`config.mk`:
```
export PLATFORM = sky130hd
export DESIGN_NAME = frame_buf_arbiter
export DESIGN_NICKNAME = d
export VERILOG_FILES = /design/src/rtl/frame_buf_arbiter.sv
export SDC_FILE = /design/constraint.sdc
export NUM_CORES = 1
export LEC_CHECK = 0
export CAP_MARGIN = 20
export CORE_ASPECT_RATIO = 2
export CORE_MARGIN = 5
export CORE_UTILIZATION = 45
export CTS_BUF_LIST = sky130_fd_sc_hd__clkbuf_4
export DETAILED_ROUTE_END_ITERATION = 6
export HOLD_SLACK_MARGIN = 0.03
export PLACE_DENSITY = 0.71
export SETUP_SLACK_MARGIN = 0.05
export SYNTH_ARGS = -nofsm -noshare
export SYNTH_HDL_FRONTEND = slang
export SYNTH_SLANG_ARGS = --single-unit
export TNS_END_PERCENT = 5
```
`constraint.sdc`:
```
create_clock -name clk80 -period 6.5 [get_ports clk80]
set_input_delay 1.3 -clock clk80 [delete_from_list [all_inputs] [get_ports clk80]]
set_output_delay 1.3 -clock clk80 [all_outputs]
set_load 0.01 [all_outputs]
```
`src/rtl/frame_buf_arbiter.sv`:
```
// Frame-buffer arbiter: shares one burst memory port between a camera writer
// and a VGA reader. Camera frames rotate through NUM_BUFS buffers; the reader
// always shows the most recently completed frame, repeating its current one
// when nothing newer is ready. Under contention VGA wins up to VGA_WEIGHT
// grants in a row before the camera is served.
module frame_buf_arbiter #(
  parameter int ADDR_W       = 23,
  parameter int BURST_STEP   = 32,
  parameter int FRAME_BURSTS = 9600,
  parameter int NUM_BUFS     = 3,
  parameter int VGA_WEIGHT   = 3
) (
  input  logic              clk80,
  input  logic              rst,
  input  logic              cam_req,
  input  logic              vga_req,
  input  logic              Done,
  output logic              Go,
  output logic              Wr,
  output logic [ADDR_W-1:0] brst_Addr,
  output logic              vga_rst,
  output logic [1:0]        wr_buf,
  output logic [1:0]        rd_buf,
  output logic              frame_drop
);

  localparam int OFF_W = $clog2(FRAME_BURSTS);
  localparam int CNT_W = $clog2(VGA_WEIGHT + 1);

  localparam logic [OFF_W-1:0]  LAST_OFF   = OFF_W'(FRAME_BURSTS - 1);
  localparam logic [ADDR_W-1:0] FRAME_SPAN = ADDR_W'(FRAME_BURSTS * BURST_STEP);
  localparam logic [ADDR_W-1:0] STEP       = ADDR_W'(BURST_STEP);
  localparam logic [CNT_W-1:0]  WEIGHT     = CNT_W'(VGA_WEIGHT);
  localparam logic [1:0]        LAST_BUF   = 2'(NUM_BUFS - 1);

  typedef enum logic [1:0] {
    IDLE,
    ISSUE,
    WAIT
  } state_t;

  state_t           state;
  state_t           next_state;
  logic             cam_q;
  logic             vga_q;
  logic             grant;
  logic             grant_cam;
  logic [OFF_W-1:0] wr_off;
  logic [OFF_W-1:0] rd_off;
  logic [CNT_W-1:0] vga_cnt;
  logic [1:0]       latest;
  logic             new_frame;
  logic             drop_pend;
  logic             init_done;
  logic [1:0]       next_wr_buf;
  logic [1:0]       skip_one;

  // Buffer index successor, wrapping at NUM_BUFS.
  function automatic logic [1:0] buf_inc(input logic [1:0] b);
    return (b == LAST_BUF) ? 2'd0 : b + 2'd1;
  endfunction

  // Start address of burst 'off' inside buffer 'b'; arithmetic wraps at ADDR_W.
  function automatic logic [ADDR_W-1:0] burst_addr(input logic [1:0] b,
                                                   input logic [OFF_W-1:0] off);
    return ADDR_W'(b) * FRAME_SPAN + ADDR_W'(off) * STEP;
  endfunction

  // Next write buffer: the one after wr_buf, stepping over the buffer on screen.
  // With two buffers this can land back on wr_buf, which means a drop is coming.
  assign skip_one    = buf_inc(wr_buf);
  assign next_wr_buf = (skip_one != rd_buf) ? skip_one : buf_inc(skip_one);

  // Requests are registered once before the arbiter looks at them.
  always_ff @(posedge clk80) begin
    // NOTE: every clocked assignment is non-blocking so all flops update
    // together from pre-edge values, independent of statement order.
    if (rst) begin
      cam_q <= 1'b0;
      vga_q <= 1'b0;
    end else begin
      cam_q <= cam_req;
      vga_q <= vga_req;
    end
  end

  // Burst sequencer state register.
  always_ff @(posedge clk80) begin
    if (rst) state <= IDLE;
    else     state <= next_state;
  end

  // Arbitration, next state and the Go strobe.
  always_comb begin
    // NOTE: defaults first, so no path through the case leaves a signal
    // unassigned and infers a latch.
    next_state = state;
    Go         = 1'b0;
    grant      = 1'b0;
    grant_cam  = 1'b0;
    case (state)
      IDLE: begin
        if (!init_done) begin
          grant     = cam_q;
          grant_cam = cam_q;
        end else if (cam_q && vga_q) begin
          grant     = 1'b1;
          grant_cam = (vga_cnt == WEIGHT);
        end else begin
          grant     = cam_q | vga_q;
          grant_cam = cam_q;
        end
        if (grant) next_state = ISSUE;
      end
      ISSUE: begin
        Go         = 1'b1;
        next_state = WAIT;
      end
      WAIT: begin
        if (Done) next_state = IDLE;
      end
      default: next_state = IDLE;
    endcase
  end

  // Burst command, fairness counter, frame pointers and init tracking.
  always_ff @(posedge clk80) begin
    if (rst) begin
      Wr         <= 1'b0;
      brst_Addr  <= '0;
      vga_rst    <= 1'b1;
      wr_buf     <= 2'd0;
      rd_buf     <= 2'd0;
      frame_drop <= 1'b0;
      wr_off     <= '0;
      rd_off     <= '0;
      vga_cnt    <= '0;
      latest     <= 2'd0;
      new_frame  <= 1'b0;
      drop_pend  <= 1'b0;
      init_done  <= 1'b0;
    end else begin
      frame_drop <= 1'b0;

      if (state == IDLE && grant) begin
        Wr        <= grant_cam;
        brst_Addr <= grant_cam ? burst_addr(wr_buf, wr_off)
                               : burst_addr(rd_buf, rd_off);
        if (grant_cam) begin
          vga_cnt <= '0;
          // The frame left in the buffer being rewritten is lost if unread.
          if (drop_pend) begin
            frame_drop <= new_frame;
            new_frame  <= 1'b0;
            drop_pend  <= 1'b0;
          end
        end else if (vga_cnt != WEIGHT) begin
          vga_cnt <= vga_cnt + 1'b1;
        end
      end

      if (state == WAIT && Done) begin
        if (Wr) begin
          if (wr_off == LAST_OFF) begin
            wr_off    <= '0;
            latest    <= wr_buf;
            new_frame <= 1'b1;
            wr_buf    <= next_wr_buf;
            drop_pend <= (next_wr_buf == wr_buf);
            init_done <= 1'b1;
            vga_rst   <= 1'b0;
          end else begin
            wr_off <= wr_off + 1'b1;
          end
        end else begin
          if (rd_off == LAST_OFF) begin
            rd_off <= '0;
            if (new_frame) begin
              rd_buf    <= latest;
              new_frame <= 1'b0;
            end
          end else begin
            rd_off <= rd_off + 1'b1;
          end
        end
      end
    end
  end

endmodule

```
# After elaboration in Yosys (flattened, before gate mapping)
# Index checks and enable logic that the tools add are counted.
# op_classes
n_reduce_logical	12
bitwise	5
shift	0
n_addsub	7
muxes	32
div	0
order_cmp	0
n_eq_ne	12
multipliers	2
# ops
operator	count
adder 21 x 19 -> 22 bit	2
adder 14 x 1 -> 14 bit (second input constant)	2
== test 14 bit (second input constant)	2
two-way mux 14 bit	2
two-way mux 22 bit	1
two-way mux 1 bit	21
multiplier 2 x 7 -> 9 bit (second input constant)	2
two-way mux 2 bit	7
== test 2 bit (second input constant)	4
AND reduction 2 bit	4
adder 2 x 1 -> 2 bit (second input constant)	3
inequality test 2 bit (second input constant)	3
case mux 2 bit (3 select lines)	1
NOT 1 bit	4
AND reduction 4 bit	1
OR reduction 4 bit	1
logical AND 1 bit	3
AND reduction 3 bit	1
== test 2 x 1 -> 1 bit (second input constant)	1
== test 2 bit	1
logical NOT 2 bit	1
inequality test 2 bit	1
nonzero test 2 bit	1
OR 1 bit	1
# word_totals
inputBits	5
ff_bits	69
latch_bits	0
out_inout_bits	31
ramBits	0
romBits	0
mem_count	0
elab_cells	86

# Longest topological paths before layout
# Gate-level depths: netlist of run 1.
# logic_depth
ltp_word	11
mapped_depth	11
mapped_depth_nobuf	10

# Worst setup path after synthesis of run 1
# No wires, ideal clock.
# synth_timing
path_type	reg2reg
start	reg wr_buf[0]
end	reg brst_Addr[19]
n_path_buf	1
setup_slack_ns	3.901
t_required_ns	6.405
setup_time_ns	0.095
t_arrival_ns	2.504
synth_period_minus_slack_ns	2.599
path_stages_with_launch	11
path_cell_list	dfxtp_1 -> clkbuf_1 -> inv_1 -> ha_1 -> ha_1 -> a211oi_1 -> nor2_1 -> or2_2 -> o22ai_1 -> xnor2_1 -> a221oi_1
# synth_between
elab_chain_cells	3
# synth_rtl
item	line_no	rtl
from (decl)	22	output logic [1:0] wr_buf,
from (signal assigned)	168	wr_buf <= next_wr_buf;
multiplier 2 x 7 -> 9 bit	66	return ADDR_W'(b) * FRAME_SPAN + ADDR_W'(off) * STEP;
adder 21 x 19 -> 22 bit	66	
two-way mux 22 bit	147	brst_Addr <= grant_cam ? burst_addr(wr_buf, wr_off)
to (signal assigned)	147	
to (decl)	20	output logic [ADDR_W-1:0] brst_Addr,
# No other way between the ends.
# A chain may end at the register's enable or synchronous reset.

# Worst setup path in the final report of run 1
# layout_timing
start	in Done
end	reg wr_off[9]
# layout_between
elab_chain_cells	2
# layout_rtl
item	line_no	rtl
from (decl)	17	input logic Done,
logical AND 1 bit	162	if (state == WAIT && Done) begin
AND reduction 2 bit (no source line)	n/a	
to (signal assigned)	173	wr_off <= wr_off + 1'b1;
to (decl)	48	logic [OFF_W-1:0] wr_off;
# No other way between the ends.

==> results of run 1 <==
[worst min-delay path by stage]
| stage | start | endpoint | slack (ps) | cells past startpoint |
|---|---|---|---|---|
| after detailed placement | brst_Addr[10] | brst_Addr[10] | 440 | 2 |
| after global routing | brst_Addr[9] | brst_Addr[9] | 480 | 2 |
| after global placement | brst_Addr[7] | brst_Addr[7] | 440 | 2 |
| after floorplan | init_done | init_done | 440 | 2 |
| final | brst_Addr[10] | brst_Addr[10] | 460 | 2 |
| after CTS | brst_Addr[10] | brst_Addr[10] | 460 | 2 |
[report_power, final]
group          total, mW  switching [mW]  internal (mW)
registers          0.390         0.00474          0.386
clock network      0.278           0.143          0.135
logic             0.0450          0.0259         0.0190
total              0.713           0.174          0.539
[critical path: stages]
cell	delay, ps
clkdlybuf4s50_1	520
and4b_1	370
nand3_1	160
nor2_2	180
nand3_1	410
nand2b_1	520
nor2_1	100
[through the flow]
step / hold slack, ps / worst slack, ps
global placement: 442 / 2890
CTS: 460 / 3280
global route: 477 / 3070
detailed placement: 445 / 2780
finish: 459 / 3260
floorplan: 439 / 3900
[per-layer routing]
metal	GRT usage [%]	vias up	wire (um)
li1	-	1516	-
met2	32.3	76	4470
met4	8.73	0	200
met1	18.9	1450	3220
met3	4.09	18	347
met5	0	-	0
[cell type report]
type                       count  area, um2  area share, %
antenna                        1       2.50         0.0625
clock buffer                  13       97.6           2.44
clock inverter                 3       45.0           1.13
inverter                      15       56.3           1.41
multi-input combinational    320       2130           53.2
sequential                    62       1240           31.0
tap                           94        118           2.94
timing repair buffer          32        314           7.85
[cell usage in the layout (no fill, tap or decap), types with 7 or more instances in the layout]
cell type,netlist,final
nor2b_1,8,8
nor2_1,56,56
dfxtp_1,62,62
ha_1,26,26
nand2_1,32,32
xnor2_1,20,20
xor2_1,15,15
inv_1,15,15
nand3_1,19,19
clkdlybuf4s50_1,0,28
clkbuf_4,0,13
o221ai_1,8,8
a21oi_1,24,24
conb_1,1,7
o21ai_0,13,13
nand4_1,9,9
[flip-flops by register name, summed over array words and instances (netlist names), 2 cells and up]
| signal | cells |
|---|---|
| brst_Addr | 16 |
| latest | 2 |
| rd_buf | 2 |
| rd_off | 14 |
| state | 2 |
| vga_cnt | 2 |
| wr_buf | 2 |
| wr_off | 14 |
[cell families after synthesis]
logic type,Yosys count
muxes,5
other,1
xor gates and xnor gates,35
DFF,62
AOI/OAI and AO/OA,86
adders and majority gates,28
buffers and inverters,42
and+or+nand+nor,159
[cells in the mapped netlist, types with 3 or more instances]
cell,count
a211o_1,4
a211oi_1,5
a21o_1,5
a21oi_1,24
a221oi_1,4
and3_1,3
buf_2,7
buf_4,7
clkbuf_1,11
dfxtp_1,62
ha_1,26
inv_1,15
mux2i_1,4
nand2_1,32
nand2b_1,5
nand3_1,19
nand4_1,9
nor2_1,56
nor2b_1,8
nor3_1,6
nor4b_1,3
o211ai_1,5
o21ai_0,13
o21bai_1,4
o221ai_1,8
or3_1,3
xnor2_1,20
xor2_1,15
==> key figures, run 1 <==
Timing
  – Layout Skew: 16.6 ps
  – Worst Max-Slew Pin Slew: 786 ps
  – Tmin final: 3240 ps
  – Worst slew margin: 47.3%
  – Final setup fails: 0
  – RSZ-0062 raised after global routing: no
  – Final hold viol count: 0
  – Final Max Tran Viols: 0
  – F_max: around 0.31 GHz
  – Final Cycle Share: 49.9%
  – Setup TNS: 0 ps

Global route
  – Largest net degree at the start of global routing: 40
  – Total grt overflow: 0
  – All-Layer GR Usage: 17.9%
  – First-pass GRT wire length: 13800 um
  – Initial antenna violation count: 1
  – Vias in the first global route: 2983

Synth
  – Simple-Gate Fraction of Synth Area: a little under a quarter
  – Synth Area in Adders: 10.3%
  – Sequential area share after synthesis: 35.0%
  – Asr flop ratio synth: 0%
  – Xor and xnor area share after synthesis: 8.65%
  – Synthesized area: 3550 um2
  – Synth Flop Type: dfxtp_1
  – Post-Synthesis Cells: about 420
  – Post-synthesis sequential element count: 62
  – Largest family of logic cells by synthesized area: simple AND/OR/NAND/NOR gates
  – Synth top area cells: dfxtp_1 (35%), ha_1 (9.2%), nor2_1 (5.9%)
  – Average cell area after synthesis: roughly 8.5 um2
  – Mux share of post-synthesis cell area: about 1.4%
  – EDFF count, synth: 0
  – Largest area contributor in the netlist: dfxtp_1
  – YS warnings: 0
  – Synth cell types: 55
  – Area share of the largest cell type after synthesis: a little over a third
  – Synth Area in Compound Gates: 16.3%

CTS
  – Worst skew pair latency: between 400 and 500 ps
  – Number of CTS-inserted buffers: 9
  – Hold buffer count at cts: 0
  – TritonCTS clock tree: built
  – Clock Pin Slew Worst Setup and Hold Paths: 110 ps
  – Clk sinks: 62
  – # resized after CTS: 0
  – H-tree depth: 3
  – CTS max path bufs: 2
  – CTS Root Cell: clkbuf_4
  – Postcts setup bufs: 0

Setup path
  – Reg2reg path depth: 9
  – Crit path required time: 6820 ps
  – Reg-to-reg slack, setup: ~3600 ps
  – Reg-to-reg startpoint: wr_buf[0]
  – R2R Path End: brst_Addr[19]
  – Launch point of the worst path: Done
  – Type of origin of the critical path: input port
  – CP Capture Type: register
  – Data arrival, critical path: 3560 ps
  – CP Max Fanout: 12
  – CP Class: in -> reg
  – Crit path to: wr_off[9]

Routing
  – Antenna viol nets, final: 0
  – Routed WL: 8240 um
  – First DRT Iteration DRCs: 214
  – DRC Markers: 0
  – DR WL/cell: between 15 and 20 um
  – DR vias/cell: 5.67
  – Vias: 3060
  – Pre-antenna DRT Iters: 4

Worst hold path
  – Hold Crit Class: reg -> reg

Floorplan
  – Core Box Area: 7660 um2
  – I/O pin count: 36
  – Initial Utilization: approximately 46%
  – Die Ht: 136 um
  – Cell Rows: between 40 and 50
  – Die area: 9860 um2
  – Die W: 72.8 um

Status
  – Outcome: finished clean

Final layout
  – Synth-to-layout area growth: 12.8%
  – Fillcell total: 772
  – Fin util: between 50% and 60%
  – # nets final: 473
  – Final Cell Area: 4000 um2
  – Layout cell share with drive strength beyond 1: approximately 6.5%
  – Final cell count without fillers: between 500 and 600

Pwr
  – Static leakage: 1.54 nW
  – PD cells: 178 nW/um2
  – Pwr Total: about 710 uW
  – VDD IR max: 122 uV

Place
  – GP Congestion: 0.802
  – HPWL after detailed placement: 6210 um
  – Port Buffers: 28
  – Placed cell count: approximately 520
  – Post-DP Area: 3840 um2

Flow run
  – # Max-Cap Violations: 0
No activity file was read; power rests on OpenSTA's default activity.
==> run 2: changes to the inputs <==
--- a/config.mk
+++ b/config.mk
@@ -12,7 +12,7 @@
 export CTS_BUF_LIST = sky130_fd_sc_hd__clkbuf_4
 export DETAILED_ROUTE_END_ITERATION = 6
 export HOLD_SLACK_MARGIN = 0.03
-export PLACE_DENSITY = 0.71
+export PLACE_DENSITY = 0.73
 export SETUP_SLACK_MARGIN = 0.05
 export SYNTH_ARGS = -nofsm -noshare
 export SYNTH_HDL_FRONTEND = slang
==> constraint.sdc (replaced) <==
create_clock -name clk80 -period 2.6 [get_ports clk80]
set_input_delay 0.52 -clock clk80 [delete_from_list [all_inputs] [get_ports clk80]]
set_output_delay 0.52 -clock clk80 [all_outputs]
set_load 0.01 [all_outputs]
==> run 2 against run 1 <==
Net effect:
- wire length increased by 2.1%
- global-route usage shrank 0.14 points
- critical path depth grew 2
- utilization rose by 0.51 points
- largest power group unchanged
- die area unchanged
- largest cell class unchanged
- highest routed layer unchanged
==> key figures, run 2 (synthesis results as in run 1) <==
Status
  – Outcome: finished clean

CTS
  – Postcts setup bufs: 0
  – # resized after CTS: 0
  – CTS max path bufs: 2
  – Worst skew pair latency: around 430 ps
  – H-tree depth: 3
  – Clk sinks: 62
  – Hold buffer count at cts: 0
  – Number of CTS-inserted buffers: 9
  – TritonCTS clock tree: built
  – CTS Root Cell: clkbuf_4
  – Clock Pin Slew Worst Setup and Hold Paths: 100 ps

Place
  – HPWL after detailed placement: ~6200 um
  – Port Buffers: 28
  – Placed cell count: between 500 and 600
  – GP Congestion: slightly below 0.9
  – Dpl ws: 197 ps

Timing
  – Tmin final: 2350 ps
  – F_max: roughly 0.43 GHz
  – Worst slew margin: 44.4%
  – Final Cycle Share: 90.4%
  – Final worst slack: 250 ps
  – RSZ-0062 raised after global routing: no
  – Layout Skew: 10.7 ps
  – Setup TNS: 0 ps
  – Final Max Tran Viols: 0
  – Worst Max-Slew Pin Slew: 828 ps
  – Final hold viol count: 0
  – Final setup fails: 0

Setup path
  – Type of origin of the critical path: register
  – CP Class: reg -> reg
  – CP Max Fanout: 3
  – CP Capture Type: register
  – Crit-path max cell delay: 340 ps
  – Crit path required time: 2930 ps
  – Data arrival, critical path: 2670 ps
  – CP max-delay cell: dfxtp_1
  – CP cell instances: inv_1 -> ha_1 -> ha_1 -> a211oi_1 -> nor2_1 -> or2_2 -> o22ai_1 -> xnor2_1 -> a221oi_1
  – Worst path buffer plus inverter count: 1
  – Crit-path most repeated cell: ha_1
  – CP top delay family: compound AO/OA/AOI/OAI gates

Final layout
  – Biggest register: brst_Addr
  – # nets final: a little under 500
  – Most common cell after layout, fill and taps aside: dfxtp_1
  – Largest register FFs: 16
  – Final cell count without fillers: 548
  – Fillcell total: about 760
  – Top Registers: brst_Addr x16, rd_off x14, wr_off x14
  – Most frequent cells in the layout: dfxtp_1 (62), nor2_1 (56), nand2_1 (32)
  – Layout cell share with drive strength beyond 1: 8.17%
  – Synth-to-layout area growth: 13.9%

Global route
  – Total grt overflow: 0
  – Largest net degree at the start of global routing: 25
  – All-Layer GR Usage: approximately 18%
  – Vias in the first global route: between 2000 and 3000
  – First-pass GRT wire length: ~14000 um
  – Initial antenna violation count: 1

Pwr
  – Static leakage: 1.57 nW
  – PD cells: 405 nW/um2
  – VDD IR max: 285 uV

Routing
  – Pre-antenna DRT Iters: 5
  – Antenna viol nets, final: 0
  – DR WL/cell: 15.4 um
  – DR vias/cell: 5.56
  – Vias: 3048
  – DRC Markers: 0
  – First DRT Iteration DRCs: 190
  – Routed WL: ~8400 um

Floorplan
  – Core Box Area: about 7700 um2
  – Die W: 72.8 um
  – I/O pin count: 36
  – Initial Utilization: 46.3%
  – Cell Rows: 45
  – Die Ht: 136 um
  – Die area: 9860 um2

Worst hold path
  – Hold Crit Class: reg -> reg

Flow run
  – # Max-Cap Violations: 0
run 2: where the power goes:
part	switching, mW	leakage [nW]	internal [mW]
registers	0.0122	0.502	0.964
clock network	0.350	0.0534	0.193
logic	0.0674	1.01	0.0480
run 2: worst paths after layout:
kind                        end          start  cells past startpoint  slack, ps
setup / recovery  brst_Addr[19]      wr_buf[0]                      9        250
hold / removal    brst_Addr[13]  brst_Addr[13]                      2        460
setup reg to reg  brst_Addr[19]      wr_buf[0]                      9        250
hold reg to reg   brst_Addr[13]  brst_Addr[13]                      2        460
run 2: metrics by stage:
step           cell area [um2]  util [%]  total power [mW]  hold slack (ps)
2_1_floorplan             3570         -              1.07              439
3_3_place_gp              3920      51.2              1.11              442
3_5_place_dp              3920      51.2              1.11              450
4_1_cts                   4020      52.5              1.66              464
5_1_grt                   4040      52.8              1.70              489
6_report                  4040      52.8              1.63              460
run 2: layout make-up:
cell class / instances / area [um2] / share of cell area (%)
Multi-Input combinational cell: 320 / 2140 / 53.0
Sequential cell: 62 / 1240 / 30.7
Timing Repair Buffer: 41 / 378 / 9.35
Tap cell: 94 / 118 / 2.91
Clock buffer: 10 / 75.1 / 1.86
Inverter: 15 / 56.3 / 1.39
Clock inverter: 5 / 27.5 / 0.681
Antenna cell: 1 / 2.50 / 0.0619
run 2: worst min-delay path, cell delays in order (launching register included):
cell	delay, ps
dfxtp_1	320
nand2_1	50
a21oi_1	50
run 2: metal layers:
layer	track usage (%)	share of wire, %	up-vias
met5	0	0	-
met1	18.5	39	1460
met3	3.86	2.8	15
li1	-	-	1530
met2	32.5	55	43
met4	8.32	3.0	0
==> run 3: changes to the inputs <==
--- a/config.mk
+++ b/config.mk
@@ -5,6 +5,7 @@
 export SDC_FILE = /design/constraint.sdc
 export NUM_CORES = 1
 export LEC_CHECK = 0
+export ABC_CLOCK_PERIOD_IN_PS = 2600
 export CAP_MARGIN = 20
 export CORE_ASPECT_RATIO = 2
 export CORE_MARGIN = 5
==> results of run 3 <==
The final DEF is identical to that of run 2; final timing and power are the same.
